### src/rtl/bcd_tally_counter_pkg.sv
// Shared definitions for the BCD tally counter: auto-repeat FSM states and
// 7-segment glyphs (bit order G..A, A = LSB, active-high form).
package bcd_tally_counter_pkg;

   typedef enum logic [1:0] {
      S_IDLE   = 2'd0,
      S_HOLD   = 2'd1,
      S_REPEAT = 2'd2
   } tally_state_e;

   localparam logic [6:0] GLYPH_0 = 7'h3F;
   localparam logic [6:0] GLYPH_1 = 7'h06;
   localparam logic [6:0] GLYPH_2 = 7'h5B;
   localparam logic [6:0] GLYPH_3 = 7'h4F;
   localparam logic [6:0] GLYPH_4 = 7'h66;
   localparam logic [6:0] GLYPH_5 = 7'h6D;
   localparam logic [6:0] GLYPH_6 = 7'h7D;
   localparam logic [6:0] GLYPH_7 = 7'h07;
   localparam logic [6:0] GLYPH_8 = 7'h7F;
   localparam logic [6:0] GLYPH_9 = 7'h6F;
   localparam logic [6:0] GLYPH_BLANK = 7'h00;

endpackage

### src/rtl/bcd_tally_counter_digit.sv
// One BCD digit of the tally: clear, increment or decrement by one, with
// carry/borrow out when the step rolls the digit over.
module tally_bcd_digit (
   input  logic       i_Clk,
   input  logic       i_Rst,
   input  logic       i_Inc_En,
   input  logic       i_Dec_En,
   input  logic       i_Clr,
   output logic [3:0] o_Digit,
   output logic       o_Carry,
   output logic       o_Borrow
);

   logic [3:0] digit_q;
   logic [3:0] digit_d;

   // Next digit value; anything out of range is pulled back into 0..9
   always_comb begin
      digit_d = digit_q;
      if (i_Clr) begin
         digit_d = 4'd0;
      end else if (i_Inc_En) begin
         digit_d = (digit_q >= 4'd9) ? 4'd0 : digit_q + 4'd1;
      end else if (i_Dec_En) begin
         digit_d = ((digit_q == 4'd0) || (digit_q > 4'd9)) ? 4'd9 : digit_q - 4'd1;
      end else begin
         digit_d = digit_q;
      end
   end

   // Digit register
   always_ff @(posedge i_Clk or posedge i_Rst) begin
      if (i_Rst) begin
         digit_q <= 4'd0;
      end else begin
         digit_q <= digit_d;
      end
   end

   assign o_Digit  = digit_q;
   assign o_Carry  = i_Inc_En & (digit_q >= 4'd9);
   assign o_Borrow = i_Dec_En & (digit_q == 4'd0);

endmodule

### src/rtl/bcd_tally_counter.sv
// Up/down BCD tally counter with edge-only stepping, hold-to-auto-repeat,
// saturate or wrap at the limits, limit flags and 7-segment decode.
module bcd_tally_counter
   import bcd_tally_counter_pkg::*;
#(
   parameter int NUM_DIGITS     = 2,
   parameter int WRAP_MODE      = 0,
   parameter int HOLD_CYCLES    = 12500000,
   parameter int REPEAT_CYCLES  = 2500000,
   parameter int SEG_ACTIVE_LOW = 1
) (
   input  logic                    i_Clk,
   input  logic                    i_Rst,
   input  logic                    i_Inc,
   input  logic                    i_Dec,
   input  logic                    i_Clr,
   output logic [4*NUM_DIGITS-1:0] o_Count,
   output logic [7*NUM_DIGITS-1:0] o_Segments,
   output logic                    o_At_Max,
   output logic                    o_At_Min,
   output logic                    o_Step
);

   localparam int TIMER_MAX = (HOLD_CYCLES > REPEAT_CYCLES) ? HOLD_CYCLES : REPEAT_CYCLES;
   localparam int TIMER_W   = $clog2(TIMER_MAX + 1);
   localparam logic [TIMER_W-1:0] TIMER_ONE = TIMER_W'(1);
   localparam logic [TIMER_W-1:0] HOLD_LAST = TIMER_W'((HOLD_CYCLES > 0) ? HOLD_CYCLES - 1 : 0);
   localparam logic [TIMER_W-1:0] REP_LAST  = TIMER_W'(REPEAT_CYCLES - 1);
   localparam bit REPEAT_EN = (HOLD_CYCLES != 0);
   localparam bit WRAP_EN   = (WRAP_MODE != 0);
   localparam logic [4*NUM_DIGITS-1:0] MAX_BCD    = {NUM_DIGITS{4'd9}};
   localparam logic [4*NUM_DIGITS-1:0] MAX_M1_BCD = MAX_BCD - (4*NUM_DIGITS)'(1);
   localparam logic [4*NUM_DIGITS-1:0] ONE_BCD    = (4*NUM_DIGITS)'(1);

   tally_state_e         state_q, state_d;
   logic                 dir_up_q, dir_up_d;
   logic [TIMER_W-1:0]   timer_q, timer_d;
   logic                 inc_arm_q, dec_arm_q, clr_arm_q;
   logic                 step_q, step_d;
   logic                 at_max_q, at_max_d;
   logic                 at_min_q, at_min_d;

   logic                 inc_rise_s, dec_rise_s, clr_rise_s, held_s;
   logic                 fire_s, clr_fire_s, inc_en0_s, dec_en0_s;
   logic [NUM_DIGITS:0]  inc_chain_s, dec_chain_s;
   logic [4*NUM_DIGITS-1:0] count_s;
   logic [7*NUM_DIGITS-1:0] seg_s;
   logic [6:0]           glyph_s;

   // Arm registers reset to 0 and only re-arm on a low level, so a button
   // still held through reset must be released before it can step again.
   assign inc_rise_s = i_Inc & inc_arm_q;
   assign dec_rise_s = i_Dec & dec_arm_q;
   assign clr_rise_s = i_Clr & clr_arm_q;
   assign held_s     = dir_up_q ? i_Inc : i_Dec;

   // Auto-repeat next state and step request
   always_comb begin
      state_d    = state_q;
      dir_up_d   = dir_up_q;
      timer_d    = timer_q;
      fire_s     = 1'b0;
      clr_fire_s = 1'b0;
      if (clr_rise_s) begin
         clr_fire_s = 1'b1;
         state_d    = S_IDLE;
         timer_d    = '0;
      end else if (i_Inc & i_Dec) begin
         state_d = S_IDLE;
         timer_d = '0;
      end else begin
         case (state_q)
            S_IDLE: begin
               if (inc_rise_s | dec_rise_s) begin
                  state_d  = S_HOLD;
                  dir_up_d = inc_rise_s;
                  timer_d  = '0;
                  fire_s   = 1'b1;
               end else begin
                  state_d = S_IDLE;
               end
            end
            S_HOLD: begin
               if (!held_s) begin
                  state_d = S_IDLE;
                  timer_d = '0;
               end else if (REPEAT_EN && (timer_q == HOLD_LAST)) begin
                  state_d = S_REPEAT;
                  timer_d = '0;
                  fire_s  = 1'b1;
               end else if (REPEAT_EN) begin
                  timer_d = timer_q + TIMER_ONE;
               end else begin
                  timer_d = timer_q;
               end
            end
            S_REPEAT: begin
               if (!held_s) begin
                  state_d = S_IDLE;
                  timer_d = '0;
               end else if (timer_q == REP_LAST) begin
                  timer_d = '0;
                  fire_s  = 1'b1;
               end else begin
                  timer_d = timer_q + TIMER_ONE;
               end
            end
            default: begin
               state_d = S_IDLE;
               timer_d = '0;
            end
         endcase
      end
   end

   // Saturate mode drops steps that would cross a limit; wrap mode lets the
   // digit chain roll over on its own.
   assign inc_en0_s = fire_s & dir_up_d & (WRAP_EN | ~at_max_q);
   assign dec_en0_s = fire_s & ~dir_up_d & (WRAP_EN | ~at_min_q);
   assign step_d    = inc_en0_s | dec_en0_s | (clr_fire_s & ~at_min_q);

   assign inc_chain_s[0] = inc_en0_s;
   assign dec_chain_s[0] = dec_en0_s;

   genvar gd;
   generate
      for (gd = 0; gd < NUM_DIGITS; gd++) begin : g_digit
         tally_bcd_digit u_digit (
            .i_Clk    (i_Clk),
            .i_Rst    (i_Rst),
            .i_Inc_En (inc_chain_s[gd]),
            .i_Dec_En (dec_chain_s[gd]),
            .i_Clr    (clr_fire_s),
            .o_Digit  (count_s[4*gd +: 4]),
            .o_Carry  (inc_chain_s[gd+1]),
            .o_Borrow (dec_chain_s[gd+1])
         );
      end
   endgenerate

   // Flags for the value the digits take on this edge; a carry/borrow out of
   // the top digit is a full rollover.
   always_comb begin
      at_max_d = ~clr_fire_s & (dec_chain_s[NUM_DIGITS]
                 | (inc_en0_s & (count_s == MAX_M1_BCD))
                 | (at_max_q & ~inc_en0_s & ~dec_en0_s));
      at_min_d = clr_fire_s | inc_chain_s[NUM_DIGITS]
                 | (dec_en0_s & (count_s == ONE_BCD))
                 | (at_min_q & ~inc_en0_s & ~dec_en0_s);
   end

   // Control registers: FSM, edge arms, step pulse and limit flags
   always_ff @(posedge i_Clk or posedge i_Rst) begin
      if (i_Rst) begin
         state_q   <= S_IDLE;
         dir_up_q  <= 1'b0;
         timer_q   <= '0;
         inc_arm_q <= 1'b0;
         dec_arm_q <= 1'b0;
         clr_arm_q <= 1'b0;
         step_q    <= 1'b0;
         at_max_q  <= 1'b0;
         at_min_q  <= 1'b1;
      end else begin
         state_q   <= state_d;
         dir_up_q  <= dir_up_d;
         timer_q   <= timer_d;
         inc_arm_q <= ~i_Inc;
         dec_arm_q <= ~i_Dec;
         clr_arm_q <= ~i_Clr;
         step_q    <= step_d;
         at_max_q  <= at_max_d;
         at_min_q  <= at_min_d;
      end
   end

   // Per-digit 7-segment decode of the registered count
   always_comb begin
      seg_s   = '0;
      glyph_s = GLYPH_BLANK;
      for (int d = 0; d < NUM_DIGITS; d++) begin
         case (count_s[4*d +: 4])
            4'd0:    glyph_s = GLYPH_0;
            4'd1:    glyph_s = GLYPH_1;
            4'd2:    glyph_s = GLYPH_2;
            4'd3:    glyph_s = GLYPH_3;
            4'd4:    glyph_s = GLYPH_4;
            4'd5:    glyph_s = GLYPH_5;
            4'd6:    glyph_s = GLYPH_6;
            4'd7:    glyph_s = GLYPH_7;
            4'd8:    glyph_s = GLYPH_8;
            4'd9:    glyph_s = GLYPH_9;
            default: glyph_s = GLYPH_BLANK;
         endcase
         seg_s[7*d +: 7] = (SEG_ACTIVE_LOW != 0) ? ~glyph_s : glyph_s;
      end
   end

   assign o_Count    = count_s;
   assign o_Segments = seg_s;
   assign o_At_Max   = at_max_q;
   assign o_At_Min   = at_min_q;
   assign o_Step     = step_q;

endmodule

### config.mk
export PLATFORM = sky130hd
export DESIGN_NAME = bcd_tally_counter
export DESIGN_NICKNAME = d
export VERILOG_FILES = /design/src/rtl/bcd_tally_counter_pkg.sv /design/src/rtl/bcd_tally_counter_digit.sv /design/src/rtl/bcd_tally_counter.sv
export SDC_FILE = /design/constraint.sdc
export NUM_CORES = 1
export LEC_CHECK = 0
export ABC_AREA = 1
export CAP_MARGIN = 15
export CORE_UTILIZATION = 40
export CTS_BUF_LIST = sky130_fd_sc_hd__clkbuf_2 sky130_fd_sc_hd__clkbuf_4 sky130_fd_sc_hd__clkbuf_8
export DETAILED_ROUTE_END_ITERATION = 16
export PLACE_DENSITY = 0.62
export SYNTH_ARGS = -nofsm -noshare
export SYNTH_HDL_FRONTEND = slang
export SYNTH_SLANG_ARGS = --single-unit
### constraint.sdc
create_clock -name i_Clk -period 1.7 [get_ports i_Clk]
set_input_delay 0.34 -clock i_Clk [delete_from_list [all_inputs] [get_ports i_Clk]]
set_output_delay 0.34 -clock i_Clk [all_outputs]
set_load 0.05 [all_outputs]
==> flow_summary.toml <==
[outcome]
status = "finished with violations"
violations = "setup timing"

[synth]
synth_seq_cells = 41
syn_avg_cell_area_um2 = 7.208
yosysSeqAreaShare_pct = 33.46
synth_common_cells = "95 x nand2_1, 56 x nor2_1, 55 x inv_1, 40 x dfrtp_1, 27 x o21ai_0"
synthArstFlopShare_pct = 100.0
syn_area_mm2 = 0.003070
synth_top_area_share_pct = 32.60
synth_edf_count = 0
synth_top_area_cell = "dfrtp_1"
synth.most_common_cell = "nand2_1"
yosysWarnings = 0
synthCells = 426
synth_nets = 449
ys.flop_type = "dfrtp_1"
synth_area_leaders = "dfrtp_1 33%, nand2_1 12%, ha_1 7.3%"
yosysUniqueCellTypes = 42

[route]
num_vias = 3653
drc_errors = 0
wl_met1_um = 4586
wl_met3_um = 574
via_per_inst = 5.310
first_pass_iters = 5
top_layer_used = "met4"
routed-wl-met2_um = 5222
routed_wl_um = 10690
ant_nets = 0
wl_per_cell_um = 15.54
drt_iter0_markers = 223

[sta]
setup_ws_ps = -256.9
fin_tns_setup_ps = -8387
rsz0062_at_grt = "true"
setup_violations = 50
fin_crit_sh_pct = 115.1
relSlewSlack_pct = 72.03
report.final.slew_viol_count = 0
skew_ps = 8.791
period_minus_slack_ps = 1957
max_freq_mhz = 511.0
hold_viol = 0
tightest_slew_ps = 416.4

[worst_hold_path]
hold_depth = 2
hp-class = "primary input to register"

[clocking]
cts_sinks = 41
cts_buffer_depth = 2
htree_num_levels = 2
holdBufCountCts = 0
cts_buffers = 5
cts_tree = "done"
clk_latency_ps = 300
root_buffer = "clkbuf_8"
clk_pin_slew_ps = 90

[place]
dp_hpwl_um = 6330
place_congestion = 0.8825
place_ws_ps = -495.2
portBuffers = 29

[critical_path]
worstPathCellList = "inv_6 > buf_6 > ha_4 > inv_1 > a31oi_4 > nand4_4 > a21oi_2 > nand2_1 > nand2_1"
worst-path-stages = 9
worstPathRequired_ps = 1930
startpoint = "g_digit[0].u_digit.o_Digit[1]$_DFFE_PP0P_"
startpoint_type = "register"
cp.arrival_ps = 2190
critical_path_buf_inv_count = 3
slowest_delay_ps = 550
endpoint = "g_digit[1].u_digit.o_Digit[2]$_DFFE_PP0P_"
crit-reg2reg-launch = "g_digit[0].u_digit.o_Digit[1]$_DFFE_PP0P_"
crit_path_frequent_cell = "nand2_1"
endpoint_kind = "register"
worstRegToRegCells = 9
r2r-end = "g_digit[1].u_digit.o_Digit[2]$_DFFE_PP0P_"
cp_max_fo = 5
crit_family = "compound AO/OA/AOI/OAI gates"
ff2ff_setup_slack_ps = -260
worstSetupPathType = "register to register"
cp_slowest_cell = "dfrtp_4"

[global_route]
grt_usage_pct = 25.27
first_global_vias = 3385
grt_max_degree = 42
grt-ovfl-total = 0
grt_pass1_wl_um = 15500
grt_antenna_before_repair = 0

[die]
die_w_um = 89.62
num_rows = 31
io_pins = 30
core-area_mm2 = 0.007331
die_height_um = 89.62
die_area_mm2 = 0.008031
initial_core_util_pct = 41.88

[job]
cap_violations = 0

[power]
p_leak_nw = 2.558
p_per_area_mw_per_mm2 = 1500
ir_worst_vdd_mv = 1.873

[finish]
syn2layout_area_growth_pct = 87.78
nNetsFinal = 611
diodes = 0
drive_gt1_share_pct = 57.05
[layout make-up]
class                   instances  area (µm²)
repair inverters                2       25.02
flip-flops and latches         41        1050
clock inverters                 2       35.03
inverters                      65       285.3
repair buffers                156        1617
fillers                       432        1565
well taps                      99       123.9
clock buffers                   6       76.32
multi-input cells             317        2554
[worst reg2reg max path, delay by kind of cell (launching register included)]
| kind | cells | cell delay [ps] |
|---|---|---|
| AO/OA/AOI/OAI | 2 | 590 |
| flip-flops | 1 | 550 |
| AND/OR/NAND/NOR | 3 | 330 |
| buffers and inverters | 3 | 290 |
| adder cells (fa/ha/maj) | 1 | 130 |
[per-layer routing]
layer	vias to the layer above	GRT usage, %
met5	-	0
met4	0	6.926
met3	32	4.205
met2	137	42.42
met1	1776	33.66
li1	1708	-
[sequential cells by signal, indices dropped and copies added (netlist names)]
register	count
timer_q	24
g_digit.u_digit.o_Digit	8
state_q	2
clr_arm_q	1
dec_arm_q	1
dir_up_q	1
inc_arm_q	1
o_At_Max	1
o_At_Min	1
o_Step	1
[repair_timing]
action | in CTS | in global routing
endpoints found under the setup margin | 49 | 49
buffers inserted | 31 | 20
pin swaps | 38 | 46
resized for setup | 83 | 88
gates cloned | 2 | 2
[metrics by stage]
step / util, % / cell area [µm²] / cells / total power, W / hold WS [ps]
5_1_grt: 78.65 / 5766 / 688 / 0.009043 / 250.2
2_1_floorplan: - / 3327 / 426 / 0.004109 / 399.4
6_report: 78.65 / 5766 / 688 / 0.008647 / 244.4
4_1_cts: 71.28 / 5225 / 668 / 0.007769 / 394.2
3_5_place_dp: 62.09 / 4552 / 629 / 0.006323 / 546.2
3_3_place_gp: 62.09 / 4552 / 629 / 0.006292 / 554.2
[cells by family (layout without fill, tap and decap cells)]
group,Yosys count,count (layout),share of synthesized area (%)
XOR/XNOR,11,11,3.138
adder cells (fa/ha/maj),18,18,7.335
buffers and inverters,70,231,8.762
AND/OR/NAND/NOR,230,232,36.55
flip-flops,41,41,33.46
AO/OA/AOI/OAI,56,56,10.76
[how the worst min path moves through the flow]
stage                             from                   to  slack [ps]
floorplan                        i_Clr  clr_arm_q$_DFF_PP0_         400
global placement    dir_up_q$_DFF_PP0_   dir_up_q$_DFF_PP0_         550
detailed placement  dir_up_q$_DFF_PP0_   dir_up_q$_DFF_PP0_         550
CTS                              i_Inc  inc_arm_q$_DFF_PP0_         390
global route                     i_Clr  clr_arm_q$_DFF_PP0_         250
finish                           i_Clr  clr_arm_q$_DFF_PP0_         240
[placed cells by master (no fill, tap or decap), types with 7 or more instances in the layout]
| cell | count |
|---|---|
| inv_2 | 17 |
| buf_6 | 16 |
| nor2_2 | 10 |
| o21ai_0 | 8 |
| nor2_4 | 9 |
| nand4_1 | 14 |
| nand2_1 | 62 |
| dfrtp_1 | 30 |
| nand2_4 | 11 |
| xor2_1 | 9 |
| o21ai_1 | 9 |
| nand3_1 | 16 |
| ha_4 | 12 |
| nand3_4 | 7 |
| nand3_2 | 7 |
| buf_12 | 30 |
| buf_4 | 106 |
| inv_1 | 39 |
| o21ai_4 | 13 |
| o21ai_2 | 7 |
| nand2_2 | 27 |
| nor2_1 | 41 |
[power breakdown]
part / total, W / leakage [nW] / internal [W] / switching (W)
combinational: 0.00647 / 1.96 / 0.00307 / 0.00341
sequential: 0.00137 / 0.538 / 0.00112 / 0.000251
clock: 0.000802 / 0.0586 / 0.000452 / 0.000350
total: 0.00865 / 2.56 / 0.00464 / 0.00401
No activity file was read; power rests on OpenSTA's default activity.
